==> src/rtl/pla_sweep_pkg.sv <==
// pla_sweep_pkg: shared types and constants for the PLA truth-table sweep
// sequencer (state encoding, vector/word geometry, counter widths).
// Ports: none (package).
package pla_sweep_pkg;

  localparam int NUM_IN    = 9;
  localparam int NUM_VEC   = 512;
  localparam int WORD_W    = 32;
  localparam int NUM_WORDS = NUM_VEC / WORD_W;
  localparam int VEC_W     = NUM_IN;   // vector counter width
  localparam int IDX_W     = 4;        // out_index width
  localparam int BIT_W     = 5;        // bit position inside a word
  localparam int CNT_W     = 10;       // popcount width, holds 0..512

  typedef enum logic [1:0] {
    IDLE  = 2'd0,
    RUN   = 2'd1,
    FLUSH = 2'd2
  } state_t;

endpackage

==> src/rtl/pla_sweep_packer.sv <==
// pla_sweep_packer: collects one PLA result bit per advancing cycle into a
// shift word and hands completed words to a valid/ready output register.
// Ports:
//   clk, rst_n         clock, synchronous active-low reset
//   run                sequencer is in its sweep state
//   bit_pos, word_idx  current vector split into bit-in-word / word index
//   pla_z              PLA output for the current vector
//   out_ready          consumer ready
//   advance_ok         0 when the sweep must hold (word boundary, output full)
//   out_valid/out_data/out_index  output word register
module pla_sweep_packer
  import pla_sweep_pkg::*;
(
  input  logic              clk,
  input  logic              rst_n,
  input  logic              run,
  input  logic [BIT_W-1:0]  bit_pos,
  input  logic [IDX_W-1:0]  word_idx,
  input  logic              pla_z,
  input  logic              out_ready,
  output logic              advance_ok,
  output logic              out_valid,
  output logic [WORD_W-1:0] out_data,
  output logic [IDX_W-1:0]  out_index
);

  localparam logic [BIT_W-1:0] LAST_BIT = BIT_W'(WORD_W - 1);

  // The top bit of a word is never stored here: it goes straight from pla_z
  // into out_data on the load cycle.
  logic [WORD_W-2:0] shift_word;
  logic              at_last_bit;
  logic              sample;
  logic              load;
  logic              handshake;

  assign at_last_bit = (bit_pos == LAST_BIT);
  // Only a word boundary with an unconsumed output word blocks the sweep; a
  // same-cycle handshake frees the register for the new word.
  assign advance_ok  = !(at_last_bit && out_valid && !out_ready);
  assign sample      = run && advance_ok;
  assign load        = sample && at_last_bit;
  assign handshake   = out_valid && out_ready;

  always_ff @(posedge clk) begin
    if (!rst_n) begin
      shift_word <= '0;
      out_valid  <= 1'b0;
      out_data   <= '0;
      out_index  <= '0;
    end else begin
      if (sample && !at_last_bit)
        shift_word[bit_pos] <= pla_z;
      if (load) begin
        out_data  <= {pla_z, shift_word};
        out_index <= word_idx;
        out_valid <= 1'b1;
      end else if (handshake) begin
        out_valid <= 1'b0;
      end
    end
  end

endmodule

==> src/rtl/pla_sweep_sequencer.sv <==
// pla_sweep_sequencer: steps a 9-input PLA through all 512 input vectors,
// one per cycle, and streams the 512 result bits out as sixteen 32-bit words
// over valid/ready with backpressure.
// Ports:
//   clk, rst_n      clock, synchronous active-low reset
//   start           begins a sweep (sampled in IDLE only)
//   busy            high whenever a sweep is in progress
//   done            one-cycle pulse after the last word is accepted
//   pla_x / pla_z   PLA input vector (registered) / PLA output
//   out_valid, out_ready, out_data, out_index   result word stream
//   ones_count      count of vectors with pla_z=1 (PLA_SWEEP_POPCOUNT_EN only)
// Build option: define PLA_SWEEP_POPCOUNT_EN to add the ones_count port.
//
// State table:
//   IDLE  | waiting for start, pla_x=0
//   RUN   | stepping vectors, sampling pla_z, packing words
//   FLUSH | all vectors sampled, waiting for word 15 to be accepted
module pla_sweep_sequencer #(
  parameter int NUM_IN = 9,
  parameter int WORD_W = 32
) (
  input  logic                          clk,
  input  logic                          rst_n,
  input  logic                          start,
  output logic                          busy,
  output logic                          done,
  output logic [NUM_IN-1:0]             pla_x,
  input  logic                          pla_z,
  output logic                          out_valid,
  input  logic                          out_ready,
  output logic [WORD_W-1:0]             out_data,
  output logic [pla_sweep_pkg::IDX_W-1:0] out_index
`ifdef PLA_SWEEP_POPCOUNT_EN
  ,
  output logic [pla_sweep_pkg::CNT_W-1:0] ones_count
`endif
);

  import pla_sweep_pkg::*;

  localparam logic [VEC_W-1:0] LAST_VEC  = VEC_W'(NUM_VEC - 1);
  localparam logic [IDX_W-1:0] LAST_WORD = IDX_W'(NUM_WORDS - 1);

  state_t           state;
  state_t           state_next;
  logic             done_next;
  logic [VEC_W-1:0] vec;
  logic             run;
  logic             advance_ok;
  logic             advance;

  assign run     = (state == RUN);
  assign advance = run && advance_ok;
  assign busy    = (state != IDLE);
  assign pla_x   = vec;

  always_ff @(posedge clk) begin
    if (!rst_n) begin
      state <= IDLE;
      done  <= 1'b0;
      vec   <= '0;
    end else begin
      state <= state_next;
      done  <= done_next;
      // Wraps to 0 after the last vector, so pla_x rests at 0 outside RUN.
      if (advance)
        vec <= vec + VEC_W'(1);
    end
  end

  always_comb begin
    state_next = state;
    done_next  = 1'b0;
    case (state)
      IDLE: begin
        if (start)
          state_next = RUN;
      end
      RUN: begin
        if (advance && (vec == LAST_VEC))
          state_next = FLUSH;
      end
      FLUSH: begin
        if (out_valid && out_ready && (out_index == LAST_WORD)) begin
          state_next = IDLE;
          done_next  = 1'b1;
        end
      end
      default: state_next = IDLE;
    endcase
  end

  pla_sweep_packer u_packer (
    .clk        (clk),
    .rst_n      (rst_n),
    .run        (run),
    .bit_pos    (vec[BIT_W-1:0]),
    .word_idx   (vec[VEC_W-1:BIT_W]),
    .pla_z      (pla_z),
    .out_ready  (out_ready),
    .advance_ok (advance_ok),
    .out_valid  (out_valid),
    .out_data   (out_data),
    .out_index  (out_index)
  );

`ifdef PLA_SWEEP_POPCOUNT_EN
  always_ff @(posedge clk) begin
    if (!rst_n)
      ones_count <= '0;
    else if ((state == IDLE) && start)
      ones_count <= '0;
    else if (advance && pla_z)
      ones_count <= ones_count + CNT_W'(1);
  end
`endif

endmodule

==> config.mk <==
export PLATFORM = sky130hd
export DESIGN_NAME = pla_sweep_sequencer
export DESIGN_NICKNAME = d
export VERILOG_FILES = /design/src/rtl/pla_sweep_pkg.sv /design/src/rtl/pla_sweep_packer.sv /design/src/rtl/pla_sweep_sequencer.sv
export SDC_FILE = /design/constraint.sdc
export NUM_CORES = 1
export LEC_CHECK = 0
export CAP_MARGIN = 20
export CORE_MARGIN = 4
export CORE_UTILIZATION = 35
export CTS_CLUSTER_SIZE = 30
export DETAILED_ROUTE_END_ITERATION = 6
export PLACE_DENSITY = 0.52
export SETUP_SLACK_MARGIN = 0.2
export SYNTH_ARGS = -nofsm -noshare
export SYNTH_HDL_FRONTEND = slang
export SYNTH_HIERARCHICAL = 1
export SYNTH_SLANG_ARGS = --single-unit
export TNS_END_PERCENT = 100
==> constraint.sdc <==
create_clock -name clk -period 2.03 [get_ports clk]
set_clock_uncertainty 0.2 [all_clocks]
set_input_delay 0.3045 -clock clk [delete_from_list [all_inputs] [get_ports clk]]
set_output_delay 0.3045 -clock clk [all_outputs]
set_load 0.02 [all_outputs]
# --- Yosys cells after proc, flatten, opt, wreduce, memory -nomap -nowiden ---
# Cells that the tools add are included.
op_classes:
  n_lt_le_gt_ge: 2
  mux: 10
  addsub: 1
  n_eq_ne: 8
  n_reduce_logical: 17
op_table:
  columns: ["op", "n"]
  rows:
  - ["bitwise mux 31 bit", 1]
  - ["adder 9 x 1 -> 9 bit (second input constant)", 1]
  - ["equality test 9 bit (second input constant)", 1]
  - ["logical AND 1 bit", 9]
  - ["< comparator 5 x 6 -> 1 bit (second input constant)", 1]
  - ["2-to-1 mux 2 bit", 3]
  - ["!= test 2 bit (second input constant)", 3]
  - ["case mux 2 bit (3 select lines)", 1]
  - ["demux 1 bit (select 5 bit)", 1]
  - ["equality test 5 bit (second input constant)", 1]
  - [">= comparator 5 x 1 -> 1 bit (second input constant)", 1]
  - ["equality test 4 bit (second input constant)", 1]
  - ["2-to-1 mux 1 bit", 4]
  - ["nonzero test 2 bit", 2]
  - ["logical NOT 1 bit", 3]
  - ["AND reduction 3 bit", 1]
  - ["equality test 2 x 1 -> 1 bit (second input constant)", 1]
  - ["equality test 2 bit (second input constant)", 1]
  - ["logical NOT 2 bit", 1]
  - ["AND reduction 2 bit", 1]
word_totals:
  out_inout_bits: 48
  regBits: 80
  wordCells: 45

# --- Logic depth before layout (Yosys ltp) ---
logic_depth:
  ltp_word: 8
  ltp_mapped: 7
  depth_no_buf: 7

# --- Hierarchy ---
# Netlist, hierarchy kept.
modules_own_cells:
  columns: ["module", "cells_per_inst", "seq_area_each_um2", "area_each_um2", "instances"]
  rows:
  - ["pla_sweep_packer", 275, 1361.3, 2703.8, 1]
  - ["pla_sweep_sequencer", 66, 240.2, 568.0, 1]

# --- Worst setup path before layout ---
# No wires, ideal clock.
synth_path:
  path_type: "flip-flop to flip-flop"
  startpoint: "register vec[2] (netlist: pla_x[2])"
  endpoint: "register vec[6] (netlist: pla_x[6])"
  setup_time_ns: 0.070
  period_less_slack_ns: 1.861
  path_stages_with_launch: 8
  path_slack_ns: 0.169
  arrival_ns: 1.591
  t_required_ns: 1.760
  cell_sequence: "dfxtp_1 -> nand3_4 -> inv_1 -> nand4_1 -> nand3b_2 -> buf_6 -> or4_1 -> a21oi_1"
synth_via:
  elab_chain_cells: 5
  elab_cells_between_ends: 6
  cone_classes: "add/sub: 1; eq/ne: 1; reduce/logical: 4"
synth_lines:
  columns: ["item", "line_no", "source"]
  rows:
  - ["from (decl)", "pla_sweep_sequencer.sv:47", "logic [VEC_W-1:0] vec;"]
  - ["from (signal assigned)", "pla_sweep_sequencer.sv:67", "vec <= vec + VEC_W'(1);"]
  - ["equality test 5 bit", "pla_sweep_packer.sv:37", "assign at_last_bit = (bit_pos == LAST_BIT);"]
  - ["logical AND 1 bit (2 in a row)", "pla_sweep_packer.sv:40", "assign advance_ok = !(at_last_bit && out_valid && !out_ready);"]
  - ["logical NOT 1 bit", "pla_sweep_packer.sv:40", null]
  - ["named net advance_ok", "pla_sweep_sequencer.sv:49", "logic advance_ok;"]
  - ["logical AND 1 bit", "pla_sweep_sequencer.sv:53", "assign advance = run && advance_ok;"]
# The timed path passes the listed nets, and every way through them passes these cells.
# A chain may end at the register's enable or synchronous reset.

# --- Final worst setup path ---
layout_path:
  startpoint: "register u_packer.out_valid"
  endpoint: "register vec[6] (netlist: pla_x[6])"
layout_via:
  elab_chain_cells: 4
layout_lines:
  columns: ["item", "line_no", "source"]
  rows:
  - ["from (decl)", "pla_sweep_packer.sv:22", "output logic out_valid,"]
  - ["from (signal assigned)", "pla_sweep_packer.sv:48", "out_valid <= 1'b0;"]
  - ["from (signal assigned)", "pla_sweep_packer.sv:57", "out_valid <= 1'b1;"]
  - ["from (signal assigned)", "pla_sweep_packer.sv:59", "out_valid <= 1'b0;"]
  - ["logical AND 1 bit (2 in a row)", "pla_sweep_packer.sv:40", null]
  - ["logical NOT 1 bit", "pla_sweep_packer.sv:40", null]
  - ["named net advance_ok", "pla_sweep_sequencer.sv:49", null]
  - ["logical AND 1 bit", "pla_sweep_sequencer.sv:53", null]
# The timed path passes the listed nets, and every way through them passes these cells.

==> impl_metrics.toml <==
[run_status]
outcome = "completed"

[layout]
final_layout_size_suffix_gt1_share_pct = 16.4
stdcell_area_um2 = 4330
finalNonFillerCells = 532
n_fill_cell = 883
multiInputGateArea_um2 = 1590
seq_area_um2 = 1620
area_growth_pct = 32.4
nets = 423
n_antenna_cell = 0

[sta]
final_max_slew_viol_count = 0
hold_ws_ps = 142
setup_viol = 0
relSlewSlack_pct = 70.1
rsz0062_at_grt = "true"
period_share_pct = 87.4
hold_viol_final = 0
setup_slack_ps = 256
tightest_slew_ps = 447
clock.fmax_mhz = 564
final.min_clock_period_ps = 1770

[logic_synthesis]
synth_cell_types = 34
syn-num-nets = 348
synth-seq-cells = 80
synth.avg_cell_area_um2 = 9.59
synth_cells = 341
ys_warn_count = 6
syn-cell-area_um2 = 3270
ys_seq_area_share_pct = 48.9

[placed_design]
post-dp-hpwl_mm = 4.98
dpl.cell_count = 506
placed_area_um2 = 3980
pre_cts_ws_ps = -190
port_buffers = 52
finalWeightedCongestion = 0.780

[worst_setup_path]
critPathMaxFanout = 4
cp-end-kind = "flip-flop"
worstSetupStartpointType = "flip-flop"
crit_arrival_ps = 1850
crit_type = "flip-flop to flip-flop"
worstPathRequired_ps = 2110

[cts]
insertion_delay_ps = 350
cts_tree = "built"
ctsHtreeMaxLevel = 3
max-clock-path-buffers = 2
hold_buffers = 0
cts_buffers = 9
cts-root-buf = "clkbuf_8"
clk_pin_slew_worst_paths_ps = 90
clock_sinks = 80

[die]
die_w_um = 105
die_area_um2 = 11000
start_util_pct = 35.7
io_pins = 53
coreArea_um2 = 9150
dieHeight_um = 105
rows = 35

[drt]
vias_per_cell = 4.75
avgRoutedWirePerCell_um = 14.3
antenna_left = 0
drt_iter0_drc = 78
drtPass1Iterations = 4
routed_wl_mm = 7.60
drc = 0
vias = 2525

[grt]
globalRouteTotalUtil_pct = 14.0
grt_first_pass_wirelength_mm = 12.4
grt_pass1_vias = 2533
antenna_found_initial = 0
grt_max_degree = 33
grt.overflow.total = 0

[power_and_ir_drop]
peakVddDrop_uv = 256
p_leak_nw = 2.06
powerDensity_nw_per_um2 = 656

[flow_run]
drv_cap = 0

[hold_path]
min_path_type = "input pin to flip-flop"
[synth_stat cells]
cell type / count / area, µm²
clkbuf_1: 9 / 33.8
or4_1: 4 / 30.0
o21ai_0: 3 / 15.0
buf_1: 3 / 11.3
nor3b_1: 4 / 30.0
o31ai_1: 4 / 30.0
and3b_1: 2 / 17.5
nand3_2: 1 / 10.0
buf_12: 3 / 60.1
and2b_2: 3 / 26.3
nand3_1: 4 / 20.0
nor3_2: 1 / 10.0
ha_1: 2 / 25.0
xor2_1: 1 / 8.76
mux2i_1: 67 / 671
or3b_2: 1 / 8.76
or3_1: 1 / 6.26
nand3_4: 1 / 17.5
nand4b_1: 1 / 8.76
a21oi_1: 8 / 40.0
nand2_1: 97 / 364
and3b_2: 1 / 10.0
inv_1: 3 / 11.3
nor2_1: 19 / 71.3
nor3_1: 3 / 15.0
or2_2: 1 / 6.26
buf_6: 2 / 22.5
nand4_1: 3 / 18.8
xnor2_1: 1 / 8.76
dfxtp_1: 80 / 1600
and3_1: 1 / 6.26
nand3b_1: 5 / 37.5
nand3b_2: 1 / 11.3
o21a_1: 1 / 7.51
[kinds of logic (layout without fill, tap and decap cells)]
logic type / after synthesis / count (layout) / share of synthesized area [%]
adder cells (fa/ha/maj): 2 / 2 / 0.765
AND/OR/NAND/NOR: 154 / 155 / 22.2
XOR/XNOR: 2 / 2 / 0.535
multiplexers: 67 / 67 / 20.5
buffers and inverters: 20 / 99 / 4.24
flip-flops: 80 / 80 / 48.9
AO/OA/AOI/OAI: 16 / 16 / 2.83
[worst max-delay path: stages (launching register included)]
cell,delay (ps)
dfxtp_2,340
and2b_2,190
nand4_1,170
buf_4,150
nand3b_2,110
or4_1,410
a21oi_1,130
[layer usage]
metal | vias up | part of all wire [%] | GRT usage (%)
li1 | 1309 | - | -
met1 | 1172 | 48 | 18.1
met2 | 36 | 46 | 22.0
met3 | 8 | 4.4 | 5.00
met4 | 0 | 1.1 | 4.50
met5 | - | 0 | 0
[placed cells by master (no fill, tap or decap), types with 4 or more instances in the layout]
cell / instances
nand3b_1: 5
nor2_1: 19
buf_4: 25
dfxtp_4: 5
a21oi_1: 7
dlygate4sd2_1: 26
nand3_1: 4
nand2_1: 97
dfxtp_1: 74
dlymetal6s2s_1: 21
clkbuf_8: 10
mux2i_1: 66
[power breakdown]
group          internal (W)  switching [W]
logic             0.0000562      0.0000808
clock network      0.000493       0.000626
registers           0.00157      0.0000160
[timing repair]
action                                  4_1_cts  5_1_grt
cloned                                        1        1
endpoints found under the setup margin       31       44
pin swaps                                     4        2
buffers inserted                              5        3
gates resized for setup                      34       32
[stage by stage]
| step | TNS [ps] | util (%) | total power, W |
|---|---|---|---|
| floorplan | 0 | - | 0.00170 |
| global route | 0 | 47.3 | 0.00296 |
| finish | 0 | 47.3 | 0.00284 |
| global placement | -3170 | 43.4 | 0.00175 |
| CTS | 0 | 45.9 | 0.00288 |
| detailed placement | -3450 | 43.4 | 0.00175 |
[worst paths after layout]
check                                    startpoint                            endpoint  slack, ps  cells after the start
hold reg to reg   u_packer/out_data[3]$_SDFFE_PN0P_   u_packer/out_data[3]$_SDFFE_PN0P_        250                      2
hold / removal                                rst_n  u_packer/out_data[28]$_SDFFE_PN0P_        140                      3
setup / recovery    u_packer/out_valid$_SDFFE_PN0P_               pla_x[6]$_SDFFE_PN0P_        260                      6
setup reg to reg    u_packer/out_valid$_SDFFE_PN0P_               pla_x[6]$_SDFFE_PN0P_        260                      6
[sequential cells by signal, summed over array words and instances, names as in the netlist]
| register | cells |
|---|---|
| pla_x | 9 |
| u_packer/out_index | 4 |
| u_packer/out_valid | 1 |
| u_packer/shift_word | 31 |
| u_packer/out_data | 32 |
| done | 1 |
| state | 2 |
[area by class of cell]
cell class / count / area share, %
clock inverter: 6 / 1.16
multi-input combinational: 242 / 36.7
tap: 111 / 3.21
timing repair buffer: 80 / 18.1
clock buffer: 10 / 3.18
sequential: 80 / 37.4
inverter: 3 / 0.260
Power figures use the tool's default switching activity.
